### src/rtl/muldiv_seq.sv
// Iterative unsigned multiply/divide unit with pipeline stall sequencer for the EX stage.
// Optional build macro: MULDIV_EARLY_OUT_EN (skip the iteration loop for zero-operand cases).
module muldiv_seq #(
    parameter int WIDTH = 32
) (
    input  logic             clk,
    input  logic             rst_n,
    input  logic             start,
    input  logic [1:0]       op,
    input  logic [WIDTH-1:0] a,
    input  logic [WIDTH-1:0] b,
    input  logic             flush,
    output logic             stall,
    output logic             busy,
    output logic             done,
    output logic [WIDTH-1:0] result
);
    localparam int CW = $clog2(WIDTH);
    localparam logic [CW-1:0] LAST = CW'(WIDTH - 1);

    typedef enum logic [1:0] {
        S_IDLE = 2'd0,
        S_RUN  = 2'd1,
        S_DONE = 2'd2
    } state_t;

    state_t           state_q, state_d;
    logic [CW-1:0]    count_q, count_d;
    logic [WIDTH-1:0] rem_q, rem_d;      // MUL: high word; DIV: partial remainder
    logic [WIDTH-1:0] quot_q, quot_d;    // MUL: low word;  DIV: quotient
    logic [WIDTH-1:0] opnd_q, opnd_d;    // a for multiply, b for divide
    logic [WIDTH-1:0] result_q, result_d;
    logic [1:0]       op_q, op_d;
    logic             busy_q, busy_d;
    logic             done_q, done_d;

    logic [WIDTH:0]   mul_sum;
    logic [WIDTH:0]   div_r_sh;
    logic [WIDTH+1:0] div_t;
    logic [WIDTH-1:0] iter_rem, iter_quot, final_res;
    logic             early_out;
    logic [WIDTH-1:0] early_res;

    // One iteration of whichever datapath the captured op selects.
    always_comb begin
        mul_sum   = {1'b0, rem_q} + (quot_q[0] ? {1'b0, opnd_q} : '0);
        div_r_sh  = {rem_q, quot_q[WIDTH-1]};
        div_t     = {1'b0, div_r_sh} - {2'b00, opnd_q};
        iter_rem  = rem_q;
        iter_quot = quot_q;
        if (op_q[1]) begin
            if (!div_t[WIDTH+1]) begin
                iter_rem  = div_t[WIDTH-1:0];
                iter_quot = {quot_q[WIDTH-2:0], 1'b1};
            end else begin
                iter_rem  = div_r_sh[WIDTH-1:0];
                iter_quot = {quot_q[WIDTH-2:0], 1'b0};
            end
        end else begin
            iter_rem  = mul_sum[WIDTH:1];
            iter_quot = {mul_sum[0], quot_q[WIDTH-1:1]};
        end
        // MULHU and REMU take the upper register; MUL and DIVU the lower.
        final_res = op_q[0] ? iter_rem : iter_quot;
    end

    always_comb begin
`ifdef MULDIV_EARLY_OUT_EN
        early_out = op[1] ? (b == '0) : ((a == '0) || (b == '0));
        early_res = (op == 2'b10) ? '1 : ((op == 2'b11) ? a : '0);
`else
        early_out = 1'b0;
        early_res = '0;
`endif
    end

    always_comb begin
        state_d  = state_q;
        count_d  = count_q;
        rem_d    = rem_q;
        quot_d   = quot_q;
        opnd_d   = opnd_q;
        result_d = result_q;
        op_d     = op_q;
        busy_d   = busy_q;
        done_d   = 1'b0;
        case (state_q)
            S_IDLE: begin
                if (start && !flush) begin
                    op_d    = op;
                    opnd_d  = op[1] ? b : a;
                    count_d = '0;
                    if (early_out) begin
                        result_d = early_res;
                        done_d   = 1'b1;
                        state_d  = S_DONE;
                    end else begin
                        rem_d   = '0;
                        quot_d  = op[1] ? a : b;
                        busy_d  = 1'b1;
                        state_d = S_RUN;
                    end
                end
            end
            S_RUN: begin
                if (flush) begin
                    busy_d  = 1'b0;
                    state_d = S_IDLE;
                end else begin
                    count_d = count_q + 1'b1;
                    rem_d   = iter_rem;
                    quot_d  = iter_quot;
                    if (count_q == LAST) begin
                        result_d = final_res;
                        busy_d   = 1'b0;
                        done_d   = 1'b1;
                        state_d  = S_DONE;
                    end
                end
            end
            default: begin
                busy_d  = 1'b0;
                state_d = S_IDLE;
            end
        endcase
    end

    always_ff @(posedge clk or negedge rst_n) begin
        if (!rst_n) begin
            state_q  <= S_IDLE;
            count_q  <= '0;
            rem_q    <= '0;
            quot_q   <= '0;
            opnd_q   <= '0;
            result_q <= '0;
            op_q     <= 2'b00;
            busy_q   <= 1'b0;
            done_q   <= 1'b0;
        end else begin
            state_q  <= state_d;
            count_q  <= count_d;
            rem_q    <= rem_d;
            quot_q   <= quot_d;
            opnd_q   <= opnd_d;
            result_q <= result_d;
            op_q     <= op_d;
            busy_q   <= busy_d;
            done_q   <= done_d;
        end
    end

    assign stall  = ((state_q == S_IDLE) && start && !flush) || (state_q == S_RUN);
    assign busy   = busy_q;
    assign done   = done_q;
    assign result = result_q;
endmodule

### config.mk
export PLATFORM = sky130hd
export DESIGN_NAME = muldiv_seq
export DESIGN_NICKNAME = d
export VERILOG_FILES = /design/src/rtl/muldiv_seq.sv
export SDC_FILE = /design/constraint.sdc
export NUM_CORES = 1
export LEC_CHECK = 0
export CAP_MARGIN = 20
export CORE_MARGIN = 2
export CORE_UTILIZATION = 28
export CTS_CLUSTER_DIAMETER = 30
export DETAILED_ROUTE_END_ITERATION = 10
export PLACE_DENSITY = 0.5
export SETUP_SLACK_MARGIN = 0.3
export SYNTH_ARGS = -nofsm -noshare
export SYNTH_HDL_FRONTEND = slang
export SYNTH_SLANG_ARGS = --single-unit
### constraint.sdc
create_clock -name clk -period 3.1 [get_ports clk]
set_input_delay 0.93 -clock clk [delete_from_list [all_inputs] [get_ports clk]]
set_output_delay 0.93 -clock clk [all_outputs]
set_load 0.03 [all_outputs]
==> results.py, run 1 <==
metrics = {
    "outcome": {
        "status": "complete, but fails checks",
        "violations": "negative setup slack",
    },
    "critical_path": {
        "crit_path_start_kind": "flip-flop",
        "critPathCaptureType": "flip-flop",
        "required_ns": 3.41,
        "worstPathBufferInverterCount": 4,
        "path_cells": "buf_6 > and2_4 > ha_4 > nand4_1 > a211oi_2 > a21oi_2 > buf_4 > a211oi_4 > a21oi_4 > buf_6 > buf_6 > o311ai_4 > xor2_1 > mux2i_1 > o21ai_1",
        "critPathMaxStageDelay_ns": 0.49,
        "cp_data_arrival_time_ns": 3.49,
        "path_common_cell": "buf_6",
        "cp_slowest_cell": "dfrtp_2",
        "path_max_fanout": 7,
        "critPathKind": "flip-flop to flip-flop",
        "cp_top_family": "compound AO/OA/AOI/OAI gates",
    },
    "floorplan": {
        "num_rows": 73,
        "core_area_sq_mm": 0.0395,
        "ioPinCount": 105,
        "start_util_pct": 28.2,
        "die_y_microns": 204,
        "die_w_microns": 204,
        "die_area_sq_mm": 0.0415,
    },
    "power": {
        "internal_power_mw": 8.25,
        "seq_power_share_pct": 18.1,
        "cellLeakagePower_nw": 7.26,
        "peakVddDrop_mv": 0.388,
        "switching_share_pct": 44.6,
        "p_sw_mw": 6.65,
        "p_comb_share_pct": 68.0,
        "power_mw": 14.9,
        "power.density_mw_per_mm2": 906,
        "clkPwrFrac_pct": 13.9,
    },
    "sta": {
        "fin_worst_skew_ns": 0.0110,
        "finalSetupTns_ns": -0.401,
        "relSlewSlack_pct": 38.0,
        "hold_violations": 0,
        "fmaxAchievable_mhz": 315,
        "fin_ws_ns": -0.0770,
        "report.final.slew_viol_count": 0,
        "setup_violations": 12,
        "holdWs_ns": 0.475,
        "rsz0062_at_grt": "yes",
        "fin_crit_ns": 3.18,
        "fin_crit_sh_pct": 102,
        "worst_pin_slew_ns": 0.920,
    },
    "detailed_routing": {
        "drt_iter0_drc": 755,
        "vias_per_cell": 5.29,
        "drtPass1Iterations": 5,
        "wire_per_inst_microns": 20.2,
        "vias": 11300,
        "route.detailed.drc": 0,
        "antenna_left": 0,
        "routed_wl_mm": 43.0,
    },
    "synthesis": {
        "ys_seq_elements": 138,
        "yosysMostFrequentCell": "nand2_1",
        "syn_nets": 1454,
        "post_synth_num_cell_types": 77,
        "synth.largest_area_cell": "dfrtp_1",
        "syn_inst": 1316,
        "synth_common_cells": "nand2_1 (152), dfrtp_1 (138), a21oi_1 (100)",
        "yosysWarningCount": 0,
        "ys_seq_area_share_pct": 30.9,
        "synth_edf_count": 0,
        "synth-main-ff-cell": "dfrtp_1",
        "async_flop_share_pct": 100,
        "yosys-top-cells-area": "dfrtp_1 (31%), mux2i_1 (8.0%), ha_1 (7.4%), nand2_1 (5.1%), a21oi_1 (4.5%)",
        "syn_area_sq_mm": 0.0112,
        "synth.top_cell.area_share_pct": 30.9,
        "avgSynthCellArea_sq_um": 8.48,
    },
    "global_route": {
        "grt_pass1_wl_mm": 66.6,
        "gr-usage-all-layers_pct": 20.9,
        "antenna_found_initial": 0,
        "grt_overflow": 0,
        "grt_pass1_vias": 11300,
        "grt_max_degree": 98,
    },
    "finish": {
        "syn_to_final_growth_pct": 47.4,
        "fin_nets": 1730,
        "drive_gt1_share_pct": 30.8,
        "post-route-util_pct": 41.6,
        "num_antenna_cells": 0,
    },
    "clock_network": {
        "clk_path_buf_depth": 2,
        "htreeDepth": 4,
        "root_buffer": "clkbuf_16",
        "clk-insertion-delay-late_ns": 0.45,
        "holdBufCountCts": 0,
        "clock-sinks": 138,
        "cts_tree": "done",
        "path_clk_slew_ns": 0.08,
        "cts_inserted_buffers": 17,
    },
    "hold_path": {
        "hold_class": "input port to asynchronous set/reset pin",
    },
    "placed_design": {
        "gp_congestion": 0.951,
        "io_buffers": 104,
        "post-place-ws_ns": -0.211,
        "dp_hpwl_mm": 31.7,
    },
    "job": {
        "maxCapViolCount": 0,
    },
}
-- cell type report --
class                   count  area, sq um
clock buffers              17          425
clock inverters            15          150
fillers                  3938        23100
inverters                  54          205
multi-input cells        1041         8460
flip-flops and latches    138         3470
well taps                 525          657
repair buffers            340         3090
-- power groups by stage --
stage                     logic (mW)  registers [mW]  clock network (mW)
after global routing            11.0            2.74                2.16
final                           10.1            2.70                2.07
after CTS                       9.60            2.66                2.10
after floorplan                 4.78            2.50                   0
after detailed placement        7.86            2.63                   0
after global placement          7.85            2.64                   0
-- cell usage in the layout (no fill, tap or decap), types with 9 or more instances in the layout --
| cell | count |
|---|---|
| a211oi_1 | 32 |
| buf_12 | 12 |
| xor2_1 | 21 |
| a21oi_1 | 81 |
| o21ai_0 | 79 |
| nand3_1 | 13 |
| mux2i_1 | 84 |
| nand4_1 | 17 |
| o31ai_1 | 13 |
| mux2_2 | 10 |
| a21o_1 | 39 |
| buf_4 | 199 |
| a211oi_2 | 12 |
| o21ai_1 | 24 |
| nand2_1 | 144 |
| xnor2_1 | 27 |
| buf_6 | 25 |
| o211ai_1 | 14 |
| and2_1 | 27 |
| nor3_1 | 16 |
| nor2_1 | 58 |
| ha_1 | 25 |
| and2_4 | 10 |
| a21oi_2 | 15 |
| o221ai_1 | 10 |
| a31oi_1 | 11 |
| clkdlybuf4s50_1 | 99 |
| dfrtp_2 | 10 |
| a22o_1 | 17 |
| ha_4 | 34 |
| o21ai_2 | 14 |
| nor2b_1 | 14 |
| clkbuf_16 | 17 |
| mux2_4 | 9 |
| nand2b_1 | 9 |
| dfrtp_1 | 127 |
| inv_1 | 45 |
-- path summary, 6_finish.rpt --
check	from	endpoint	slack [ns]	cells past startpoint
hold / removal	rst_n	opnd_q[26]	0.48	1
min in group clk	result[10]	result[10]	0.50	2
max in group asynchronous	rst_n	rem_q[2]	1.92	2
hold reg to reg	result[10]	result[10]	0.50	2
setup / recovery	quot_q[0]	result[25]	-0.08	15
setup reg to reg	quot_q[0]	result[25]	-0.08	15
-- state kept, by name, summed over array words and instances (netlist names) --
register and flops:
opnd_q 32, quot_q 32, rem_q 32, result 32, count_q 5, op_q 2
busy 1, done 1, state_q 1
-- kinds of logic after synthesis --
family	after synthesis	share of synthesized area (%)
adder cells (fa/ha/maj)	68	7.76
XOR/XNOR	55	4.32
AO/OA/AOI/OAI	446	26.1
flip-flops	138	30.9
AND/OR/NAND/NOR	360	15.4
multiplexers	112	10.6
buffers and inverters	137	4.84
-- worst register-to-register path, stage by stage, from the launching register on --
cell and delay, ns:
dfrtp_2 0.49, buf_6 0.17, and2_4 0.14, ha_4 0.29, nand4_1 0.14, a211oi_2 0.25, a21oi_2 0.09, buf_4 0.15
a211oi_4 0.32, a21oi_4 0.12, buf_6 0.13, buf_6 0.12, o311ai_4 0.23, xor2_1 0.10, mux2i_1 0.21, o21ai_1 0.09
-- timing repair --
action	4_1_cts	5_1_grt
hold endpoints to repair	0	0
resized for setup	207	67
setup buffers	40	14
setup endpoints to repair	64	63
pin swaps	85	63
gates cloned	2	0
-- per-layer routing --
layer  up-vias  global-route usage [%]  wire length [microns]
li1       5371                       -                      -
met1      5525                    30.2                  20700
met2       334                    32.1                  19000
met3        45                    3.40                   2550
met4         0                    5.94                    842
met5         -                       0                      0
-- per-stage QoR --
stage / std cells / area [sq um]
floorplan: 1316 / 11300
global placement: 2042 / 14100
detailed placement: 2042 / 14100
CTS: 2116 / 16100
global route: 2130 / 16500
finish: 2130 / 16500
(Power assumes the default switching activity.)
==> inputs of run 2 (changes only) <==
--- a/config.mk
+++ b/config.mk
@@ -6,6 +6,7 @@
 export NUM_CORES = 1
 export LEC_CHECK = 0
 export CAP_MARGIN = 20
+export CORE_ASPECT_RATIO = 1.4
 export CORE_MARGIN = 2
 export CORE_UTILIZATION = 28
 export CTS_CLUSTER_DIAMETER = 30
==> run 2 against run 1 <==
Final area down 0.54%. Maximum frequency up 1.7%. Clock power down 5%. The run still ends with negative setup slack left. Global-route usage up 0.21 points.
==> results.py, run 2 (synthesis results as in run 1) <==
metrics = {
    "finish": {
        "layout_common_cells": "buf_4 (206), nand2_1 (142), dfrtp_1 (130), clkdlybuf4s50_1 (99), mux2i_1 (80)",
        "fillers": 4005,
        "final_common_cell": "buf_4",
        "final_area_sq_mm": 0.0164,
        "fin_nets": 1735,
        "drive_gt1_share_pct": 30.7,
        "syn_to_final_growth_pct": 46.6,
        "fin_cells": 2139,
    },
    "sta": {
        "fin_worst_skew_ns": 0.0112,
        "fin_crit_ns": 3.12,
        "fin_crit_sh_pct": 101,
        "fmaxAchievable_mhz": 320,
        "setup_violations": 2,
        "hold_violations": 0,
        "fin_ws_ns": -0.0239,
        "relSlewSlack_pct": 48.9,
        "rsz0062_at_grt": "yes",
        "finalSetupTns_ns": -0.0466,
        "holdWs_ns": 0.405,
        "report.final.slew_viol_count": 0,
        "worst_pin_slew_ns": 0.758,
    },
    "detailed_routing": {
        "routed_wl_mm": 43.7,
        "drt_iter0_drc": 500,
        "drtPass1Iterations": 5,
        "route.detailed.drc": 0,
        "wire_per_inst_microns": 20.4,
        "vias_per_cell": 5.25,
        "antenna_left": 0,
        "vias": 11200,
    },
    "floorplan": {
        "ioPinCount": 105,
        "die_w_microns": 173,
        "core_area_sq_mm": 0.0394,
        "die_area_sq_mm": 0.0415,
        "start_util_pct": 28.3,
        "die_y_microns": 240,
        "num_rows": 86,
    },
    "critical_path": {
        "crit_path_start_kind": "flip-flop",
        "critPathKind": "flip-flop to flip-flop",
        "path_max_fanout": 7,
        "required_ns": 3.47,
        "cp_data_arrival_time_ns": 3.49,
        "critPathCaptureType": "flip-flop",
    },
    "clock_network": {
        "path_clk_slew_ns": 0.07,
        "clk-insertion-delay-late_ns": 0.45,
        "clk_path_buf_depth": 2,
        "htreeDepth": 4,
        "clock-sinks": 138,
        "root_buffer": "clkbuf_16",
        "cts_tree": "done",
        "holdBufCountCts": 0,
        "cts_inserted_buffers": 17,
    },
    "placed_design": {
        "gp_congestion": 0.919,
        "dp_hpwl_mm": 32.5,
        "post-place-ws_ns": -0.243,
        "place_area_sq_mm": 0.0140,
        "dp_cells": 2045,
        "io_buffers": 104,
    },
    "global_route": {
        "grt_overflow": 0,
        "grt_pass1_wl_mm": 67.4,
        "grt_max_degree": 98,
        "antenna_found_initial": 1,
        "gr-usage-all-layers_pct": 21.1,
        "grt_pass1_vias": 11600,
    },
    "power": {
        "peakVddDrop_mv": 0.486,
        "cellLeakagePower_nw": 7.23,
        "power.density_mw_per_mm2": 918,
    },
    "job": {
        "maxCapViolCount": 0,
    },
    "outcome": {
        "status": "complete, but fails checks",
        "violations": "negative setup slack",
    },
    "hold_path": {
        "hold_class": "input port to asynchronous set/reset pin",
    },
}
==> run 2: cell types whose count changed in the layout (fill, tap and decap cells not counted), moves of 6 or more <==
cell and change:
and2_1 +6, ha_1 +16, ha_4 -11, a21oi_1 -12, o21ai_1 +6, and2_4 -6, buf_4 +7, a21oi_2 +11
==> run 2: worst max-delay path, stage by stage, from the launching register on <==
cell,delay (ns)
dfrtp_1,0.40
buf_6,0.14
buf_6,0.13
and2_4,0.14
ha_4,0.27
o211ai_1,0.09
o21ai_2,0.22
o211ai_1,0.12
buf_4,0.16
a2111oi_4,0.32
buf_4,0.20
o21ai_4,0.08
nand2b_1,0.10
mux2i_1,0.22
o211ai_1,0.25
o21ai_1,0.19
==> run 2: final timing paths <==
kind | start | to | slack, ns | cells after the start
max | quot_q[0] | rem_q[24] | -0.02 | 15
min | rst_n | result[6] | 0.41 | 1
min reg2reg | result[31] | result[31] | 0.49 | 2
min in group clk | result[31] | result[31] | 0.49 | 2
max reg2reg | quot_q[0] | rem_q[24] | -0.02 | 15
max in group asynchronous | rst_n | rem_q[0] | 1.97 | 2
==> run 2: power breakdown <==
part	switching, mW	leakage (nW)	internal, mW
clock	0.930	0.250	1.04
sequential	0.461	1.79	2.20
combinational	5.31	5.19	5.08
total	6.70	7.23	8.32
==> run 2: per-layer routing <==
metal	GRT usage (%)	share of wire (%)
met5	0	0
met4	9.89	3.8
met3	3.34	4.7
met2	36.2	49
met1	26.1	43
==> run 2: final cells by class <==
| cell class | count | area (sq um) | share of cell area (%) |
|---|---|---|---|
| antenna | 1 | 2.50 | 0.0153 |
| inverter | 54 | 203 | 1.24 |
| clock buffer | 18 | 429 | 2.62 |
| multi-input combinational | 1041 | 8420 | 51.5 |
| tap | 528 | 661 | 4.04 |
| timing repair buffer | 345 | 3070 | 18.7 |
| clock inverter | 14 | 116 | 0.711 |
| sequential | 138 | 3470 | 21.2 |
==> run 2: timing repair <==
item                       in CTS  in global routing
hold endpoints to repair        0                  0
gates resized for setup       200                 73
pin swaps                      86                 70
setup endpoints to repair      62                 63
gates cloned                    1                  0
buffers inserted               40                 20
==> run 2: metrics by stage <==
step                power [mW]  utilization, %
finish                    15.0            41.5
global route              15.9            41.5
CTS                       14.2            40.4
detailed placement        10.5            35.6
global placement          10.4            35.6
floorplan                 7.29               -
==> inputs of run 3 (changes only) <==
--- a/config.mk
+++ b/config.mk
@@ -10,6 +10,7 @@
 export CORE_MARGIN = 2
 export CORE_UTILIZATION = 28
 export CTS_CLUSTER_DIAMETER = 30
+export CTS_CLUSTER_SIZE = 30
 export DETAILED_ROUTE_END_ITERATION = 10
 export PLACE_DENSITY = 0.5
 export SETUP_SLACK_MARGIN = 0.3
==> results of run 3 <==
The final DEF is identical to that of run 2; final timing and power are the same.
